===== config.mk =====
export PLATFORM = sky130hd
export DESIGN_NAME = flow_ctrl_pipe
export DESIGN_NICKNAME = d
export VERILOG_FILES = /design/src/rtl/flow_ctrl_pipe_pkg.sv /design/src/rtl/flow_sat_counter.sv /design/src/rtl/flow_ctrl_pipe.sv
export SDC_FILE = /design/constraint.sdc
export NUM_CORES = 1
export LEC_CHECK = 0
export ABC_AREA = 1
export BUFFER_PORTS_ARGS = -buffer_cell sky130_fd_sc_hd__buf_2
export CAP_MARGIN = 20
export CORE_MARGIN = 2
export CORE_UTILIZATION = 47
export CTS_CLUSTER_DIAMETER = 50
export CTS_CLUSTER_SIZE = 28
export DETAILED_ROUTE_END_ITERATION = 7
export PLACE_DENSITY = 0.78
export SKIP_LAST_GASP = 1
export SYNTH_ARGS = -nofsm -noshare
export SYNTH_HDL_FRONTEND = slang
export SYNTH_SLANG_ARGS = --single-unit

===== constraint.sdc =====
create_clock -name clk -period 2.95 [get_ports clk]
set_clock_uncertainty 0.05 [all_clocks]
set_input_delay 0.295 -clock clk [delete_from_list [all_inputs] [get_ports clk]]
set_output_delay 0.295 -clock clk [all_outputs]
set_load 0.05 [all_outputs]

===== src/rtl/flow_ctrl_pipe_pkg.sv =====
// Shared constants for the pipeline flow controller: stage indices, default widths, reset PC.
// Also holds a helper that sizes the pending-source index register.
package flow_ctrl_pipe_pkg;

  localparam int STG_IF  = 0;
  localparam int STG_ID  = 1;
  localparam int STG_EX  = 2;
  localparam int STG_MEM = 3;
  localparam int STG_WB  = 4;

  localparam int DEF_PC_W  = 32;
  localparam int DEF_CNT_W = 16;

  localparam logic [DEF_PC_W-1:0] PC_ZERO = '0;

  function automatic int src_w(input int n);
    return (n > 1) ? $clog2(n) : 1;
  endfunction

endpackage


===== src/rtl/flow_sat_counter.sv =====
// Saturating event counter with synchronous clear that wins over increment.
// Latency: 1 cycle from inc to count; no backpressure, holds at all-ones.
module flow_sat_counter
  import flow_ctrl_pipe_pkg::*;
#(
  parameter int CNT_W = DEF_CNT_W
) (
  input  logic             clk,
  input  logic             rst,
  input  logic             inc,
  input  logic             clr,
  output logic [CNT_W-1:0] cnt
);

  always_ff @(posedge clk or posedge rst) begin
    if (rst) begin
      cnt <= '0;
    end else if (clr) begin
      cnt <= '0;
    end else if (inc && (cnt != '1)) begin
      cnt <= cnt + 1'b1;
    end
  end

endmodule


===== src/rtl/flow_ctrl_pipe.sv =====
// N-stage stall/flush/redirect controller with a pending redirect held until the I-cache takes it.
// Latency: stall/flush/jump are combinational; pending redirect re-presented until icache_ready_i.
module flow_ctrl_pipe
  import flow_ctrl_pipe_pkg::*;
#(
  parameter int NUM_STAGES = 5,
  parameter int NUM_REDIR  = 2,
  parameter int REDIR_BASE = 1,
  parameter int PC_W       = DEF_PC_W,
  parameter int CNT_W      = DEF_CNT_W
) (
  input  logic                      clk,
  input  logic                      rst,
  input  logic [NUM_STAGES-1:0]     stall_req_i,
  input  logic [NUM_REDIR-1:0]      redir_valid_i,
  input  logic [NUM_REDIR*PC_W-1:0] redir_pc_i,
  input  logic                      icache_ready_i,
  input  logic                      cnt_clr_i,
  output logic                      pc_stall_o,
  output logic [NUM_STAGES-2:0]     stall_o,
  output logic [NUM_STAGES-2:0]     flush_o,
  output logic                      jump_flag_o,
  output logic [PC_W-1:0]           jump_pc_o,
  output logic [CNT_W-1:0]          stall_cnt_o,
  output logic [CNT_W-1:0]          flush_cnt_o
);

  localparam int SRC_W = src_w(NUM_REDIR);

  logic [NUM_STAGES:0] hold;
  logic                any_elig;
  logic [SRC_W-1:0]    win_idx;
  logic [PC_W-1:0]     win_pc;
  logic                accept;

  logic                pend_vld;
  logic [PC_W-1:0]     pend_pc;
  logic [SRC_W-1:0]    pend_src;

  // hold[s]: some stage at or above s is stalled, so stage s cannot advance.
  always_comb begin
    hold = '0;
    for (int s = NUM_STAGES - 1; s >= 0; s--) begin
      hold[s] = hold[s+1] | stall_req_i[s];
    end
  end

  always_comb begin
    any_elig = 1'b0;
    win_idx  = '0;
    win_pc   = '0;
    for (int k = 0; k < NUM_REDIR; k++) begin
      if (redir_valid_i[k] && !hold[k+REDIR_BASE]) begin
        any_elig = 1'b1;
        win_idx  = SRC_W'(k);
        win_pc   = redir_pc_i[k*PC_W +: PC_W];
      end
    end
  end

  // Redirects arriving during reset are not acted on; a younger one behind a pending is wrong-path.
  assign accept = any_elig && !rst && (!pend_vld || (win_idx > pend_src));

  always_comb begin
    pc_stall_o  = hold[0];
    jump_flag_o = 1'b0;
    jump_pc_o   = '0;
    for (int j = 0; j < NUM_STAGES - 1; j++) begin
      stall_o[j] = hold[j+1];
      flush_o[j] = stall_req_i[j] & ~hold[j+1];
    end
    if (accept) begin
      pc_stall_o  = 1'b0;
      jump_flag_o = 1'b1;
      jump_pc_o   = win_pc;
      for (int j = 0; j < NUM_STAGES - 1; j++) begin
        if (j < int'(win_idx) + REDIR_BASE) begin
          flush_o[j] = 1'b1;
          stall_o[j] = 1'b0;
        end
      end
    end else if (pend_vld) begin
      jump_flag_o      = 1'b1;
      jump_pc_o        = pend_pc;
      flush_o[STG_IF]  = 1'b1;
    end
  end

  always_ff @(posedge clk or posedge rst) begin
    if (rst) begin
      pend_vld <= 1'b0;
      pend_pc  <= PC_W'(PC_ZERO);
      pend_src <= '0;
    end else if (jump_flag_o) begin
      if (icache_ready_i) begin
        pend_vld <= 1'b0;
      end else begin
        pend_vld <= 1'b1;
        pend_pc  <= jump_pc_o;
        if (accept) begin
          pend_src <= win_idx;
        end
      end
    end
  end

  flow_sat_counter #(.CNT_W(CNT_W)) u_stall_cnt (
    .clk (clk),
    .rst (rst),
    .inc (pc_stall_o),
    .clr (cnt_clr_i),
    .cnt (stall_cnt_o)
  );

  flow_sat_counter #(.CNT_W(CNT_W)) u_flush_cnt (
    .clk (clk),
    .rst (rst),
    .inc (accept),
    .clr (cnt_clr_i),
    .cnt (flush_cnt_o)
  );

endmodule


Yosys cells after proc, flatten, opt, wreduce, memory -nomap -nowiden:

Cells that the tools add are included.

* add/subtract/negate cells: 3
* $lt $le $gt $ge: 5
* equal/unequal tests: 2
* mux-type cells: 27
* bitwise logic cells: 13
* reductions and logical operators: 15

Operator list (count)
* 2-to-1 mux 32 bit: 4
* 2-to-1 mux 16 bit: 4
* adder 16 x 1 -> 16 bit, second input constant: 2
* < comparator 1 x 32 -> 1 bit, first input constant: 1
* < comparator 2 x 32 -> 1 bit, first input constant: 1
* < comparator 3 x 32 -> 1 bit, first input constant: 1
* != test 16 bit, second input constant: 2
* 2-to-1 mux 1 bit: 17
* logical AND 1 bit: 6
* NOT 1 bit: 5
* AND 1 bit: 4
* zero test 1 bit: 4
* 2-to-1 mux 4 bit: 1
* bitwise OR 1 bit: 4
* nonzero test 2 bit: 2
* 2-to-1 mux 3 bit: 1
* AND reduction 3 bit: 1
* adder 1 x 1 -> 2 bit, second input constant: 1
* < comparator 2 bit, first input constant: 1
* AND reduction 2 bit: 1
* greater-than comparator 1 bit: 1
* logical OR 1 bit: 1

* bits in registers: 66
* input port bits: 75
* output and inout bits: 74

Longest topological paths before layout:

* word-level depth: 13
* mapped depth: 11

By module:

A second synthesis with hierarchy kept.

* cell total of the unflattened synthesis: 799
* area, all modules: 4913.5 um^2

Modules (own cells, without submodules)
* flow_ctrl_pipe: times used 1, cells an instance 481, area each 2746.4 um^2
* flow_sat_counter: times used 2, cells an instance 159, area each 1083.5 um^2

Least setup slack after synthesis:

No wires, ideal clock.

* path type: input port to output port
* from: input port rst
* to: output port flush_o[1]
* data arrival time: 3.114 ns
* required time: 2.605 ns
* path slack: -0.509 ns
* stages on the path: 6
* path through: inv_1 nand2_4 nor2_8 buf_4 nand2_1 a21oi_1

* cells in the longest elaborated chain, start to end: 4

RTL lines
* from (decl): RTL line flow_ctrl_pipe.sv:13 `input logic rst,`
* zero test 1 bit (no line)
* logical AND 1 bit (2 in series): RTL line flow_ctrl_pipe.sv:62 `assign accept = any_elig && !rst && (!pend_vld || (win_idx > pend_src));`
* 2-to-1 mux 3 bit: RTL line flow_ctrl_pipe.sv:72 `if (accept) begin`
* to (decl): RTL line flow_ctrl_pipe.sv:21 `output logic [NUM_STAGES-2:0] flush_o,`

Every way passes these cells.

Worst setup path in the final report:

* from: register pend_src
* to: output port jump_pc_o[6]

* cells in the longest elaborated chain, start to end: 4

RTL lines
* from (decl): RTL line flow_ctrl_pipe.sv:38 `logic [SRC_W-1:0] pend_src;`
* from (signal assigned): RTL line flow_ctrl_pipe.sv:101 `pend_src <= win_idx;`
* greater-than comparator 1 bit: RTL line flow_ctrl_pipe.sv:62
* logical OR 1 bit: RTL line flow_ctrl_pipe.sv:62
* logical AND 1 bit: RTL line flow_ctrl_pipe.sv:62
* 2-to-1 mux 32 bit: RTL line flow_ctrl_pipe.sv:72
* to (decl): RTL line flow_ctrl_pipe.sv:23 `output logic [PC_W-1:0] jump_pc_o,`

Every way passes these cells.

==> metrics.md <==
| Metric | Value |
|---|---|
| Outcome | completed |
| VDD IR max | about 250 uV |
| Vias in the first global route | about 4500 |
| Hold-fix buffers, CTS | 0 |
| Clock transition at path regs | approximately 0.070 ns |
| Crit. Startpoint | pend_src$_DFFE_PP0P_ |
| FF-to-FF Start | u_flush_cnt.cnt[0]$_DFFE_PP0P_ |
| Crit path max-delay cell type | nor2_8 |
| Ys async rst share | 100% |
| Total clock sinks | 66 |
| Clock Path Buffers | 2 |
| Clock tree root driver cell | clkbuf_8 |
| CTS tree | done |
| IO buf count | 148 |
| Power, Total | 0.00230 W |
| Pin count of the biggest net entering global routing | 67 |
| Syn_nets | between 800 and 900 |
| Detailed-route DRC error count | 0 |
| Filler cells | about 1000 |
| Share of post-route cells with drive strength above 1 | ~21% |
| Initial antenna violation count | 0 |
| Post-CTS setup buffer count | 0 |
| Pleak | ~3.4 nW |
| Cell area after synthesis | 0.00481 mm^2 |
| Register bit count reported by yosys | 66 |
| Setup TNS | 0 ns |
| Hold WS | 0.217 ns |
| Number of vias per cell | about 4.7 |
| Die height | roughly 110 um |
| Clock Latency Late Sink | roughly 0.34 ns |
| Minimum clock period after layout | around 2.4 ns |
| Post-route cell area | approximately 0.0058 mm^2 |
| Yosys warnings | 0 |
| Critical Path RT | ~2.6 ns |
| Sequential area share after synthesis | ~34% |
| Critical path endpoint category | output pin |
| Nature of the critical path startpoint | flop |
| Worst Tran Pin Value | roughly 0.8 ns |
| Ys flop type | dfrtp_1 |
| Die Wd | ~110 um |
| Utilization after layout | a little under 60% |
| Max_slew headroom | a little under half |
| Fmax | 415 MHz |
| Max Cap Viol | 0 |
| Post-Synthesis Cells | slightly below 800 |
| H-tree Lvls | 3 |
| # nets final | about 980 |
| Mean Syn Cell Area | between 6 and 7 um^2 |
| Netlist cell types | 32 |
| RSZ-0062 raised after global routing | false |
| N_diodes | 0 |
| Post-DP Area | around 0.0056 mm^2 |
| Period utilisation layout | about 80% |
| DR vias | 4896 |
| Grt ovf | 0 |
| Num CTS Buffers | 9 |
| Crit Path Class | reg2out |
| CP Max Fanout | 35 |
| Number of synthesized flops with an enable pin | 0 |
| Slew Limit Fails | 0 |
| Ports | around 150 |
| Post-DP HPWL | a little over 8000 um |
| Worst Hold Class | in2reg |
| Post-cts sizing count | 0 |
| CP Cell Sequence | inv_1 -> nand4_1 -> nand2_1 -> inv_1 -> nor2_8 -> nand2_1 -> and2_1 -> buf_2 |
| First-pass GRT wire length | approximately 21000 um |
| DR iter-0 viols | roughly 220 |
| Synth area leaders | dfrtp_1 (34%), nand2_1 (24%), nor2_1 (11%) |
| Core area | a little under 0.01 mm^2 |
| WL/cell | around 11 um |
| Starting Density | approximately half |
| Tot GR Track Use | roughly 22% |
| Final wirelength | between 10000 and 15000 um |
| PD cells | between 300 and 400 mW/mm^2 |
| Final Setup Violations | 0 |
| DRT Pass-1 Iters | 5 |
| Post-synth top area cell | dfrtp_1 |
| Synth-to-Final Area Change | 20.6% |
| Routed Antenna Nets | 0 |
| Row cnt | 36 |
| HP Start | icache_ready_i |
| WP data arrival | roughly 2.1 ns |
| Routability cong. | around 0.83 |
| Slowest cell delay on critical path | approximately 0.42 ns |
| Final Hold Viols | 0 |
| Post-synth top area share | between 30% and 40% |
| Full die area | 0.0111 mm^2 |
-- synthesized netlist by cell type (2+ instances only) --
library cell and instances:
xnor2_1 2, nor3_1 2, a21oi_1 3, xor2_1 18, buf_2 4, nand2_1 313, and2_1 33, dfrtp_1 66
nand3_4 2, nand3_1 69, o21bai_1 3, nor2_8 2, buf_6 2, ha_1 2, inv_2 3, buf_1 2
clkbuf_1 20, nand4_1 6, buf_4 7, o21a_1 2, inv_1 53, nor2_2 2, nand2_2 6, nor2_1 143
-- final cells by class --
type | count | area (um^2) | share of cell area (%)
clock buffers | 12 | 145 | 2.50
clock inverters | 4 | 75.1 | 1.29
inverters | 56 | 214 | 3.69
multi-input cells | 616 | 2770 | 47.7
flip-flops and latches | 66 | 1650 | 28.5
well taps | 133 | 166 | 2.87
repair buffers | 153 | 778 | 13.4
-- registers in the layout (all words and copies together) (netlist names) --
register / count
pend_pc: 32
pend_src: 1
u_flush_cnt.cnt: 16
pend_vld: 1
u_stall_cnt.cnt: 16
-- power breakdown --
| group | switching, W | internal (W) |
|---|---|---|
| sequential | 0.0000449 | 0.000984 |
| clock | 0.000343 | 0.000500 |
| combinational | 0.000297 | 0.000133 |
-- layout by cell type, fill, tap and decap left out, types with 3 or more instances in the layout --
cell type,synthesis,layout
a21oi_1,3,3
and2_1,33,33
buf_2,4,148
buf_4,7,5
clkbuf_8,0,10
clkinvlp_4,0,3
dfrtp_1,66,66
inv_1,53,52
inv_2,3,3
nand2_1,313,313
nand2_2,6,6
nand3_1,69,69
nand4_1,6,6
nor2_1,143,143
o21bai_1,3,3
xor2_1,18,18
-- per-stage QoR --
| step | setup WS [ns] | instances |
|---|---|---|
| after CTS | 0.509 | 1040 |
| after global routing | 0.344 | 1040 |
| after floorplan | 0.199 | 773 |
| after detailed placement | 0.650 | 1024 |
| final | 0.542 | 1040 |
| after global placement | 0.698 | 1024 |
-- final timing paths --
path	end	slack, ns	depth (start not counted)
max in group asynchronous	u_stall_cnt.cnt[1]$_DFFE_PP0P_	2.05	3
worst min register to register	pend_pc[12]$_DFFE_PP0P_	0.43	2
worst min-delay path	pend_src$_DFFE_PP0P_	0.22	4
min in group asynchronous	pend_vld$_DFFE_PP0P_	0.27	3
worst max register to register	u_flush_cnt.cnt[7]$_DFFE_PP0P_	0.68	9
worst max-delay path	jump_pc_o[6]	0.54	8
-- worst max-delay path, delay by kind of cell, from the launching register on --
kind / cells / cell delay, ns
and+or+nand+nor: 5 / 0.95
DFF: 1 / 0.38
buffers and inverters: 3 / 0.38
-- layer usage --
| metal | vias to the layer above | GRT usage, % | wire length [um] | part of all wire (%) |
|---|---|---|---|---|
| met5 | - | 0 | 0 | 0 |
| met4 | 0 | 5.52 | 147 | 1.3 |
| met3 | 12 | 5.61 | 653 | 5.6 |
| met2 | 135 | 36.7 | 5320 | 46 |
| met1 | 2135 | 30.0 | 5490 | 47 |
| li1 | 2614 | - | - | - |
-- cell families after synthesis --
group	count (synthesis)	synth area share [%]
buffers and inverters	91	8.07
DFF	66	34.3
and+or+nand+nor	584	52.1
AOI/OAI and AO/OA	10	1.35
xor gates and xnor gates	20	3.64
adders and majority gates	2	0.520
Note: power is estimated with default switching activity, not from simulation.
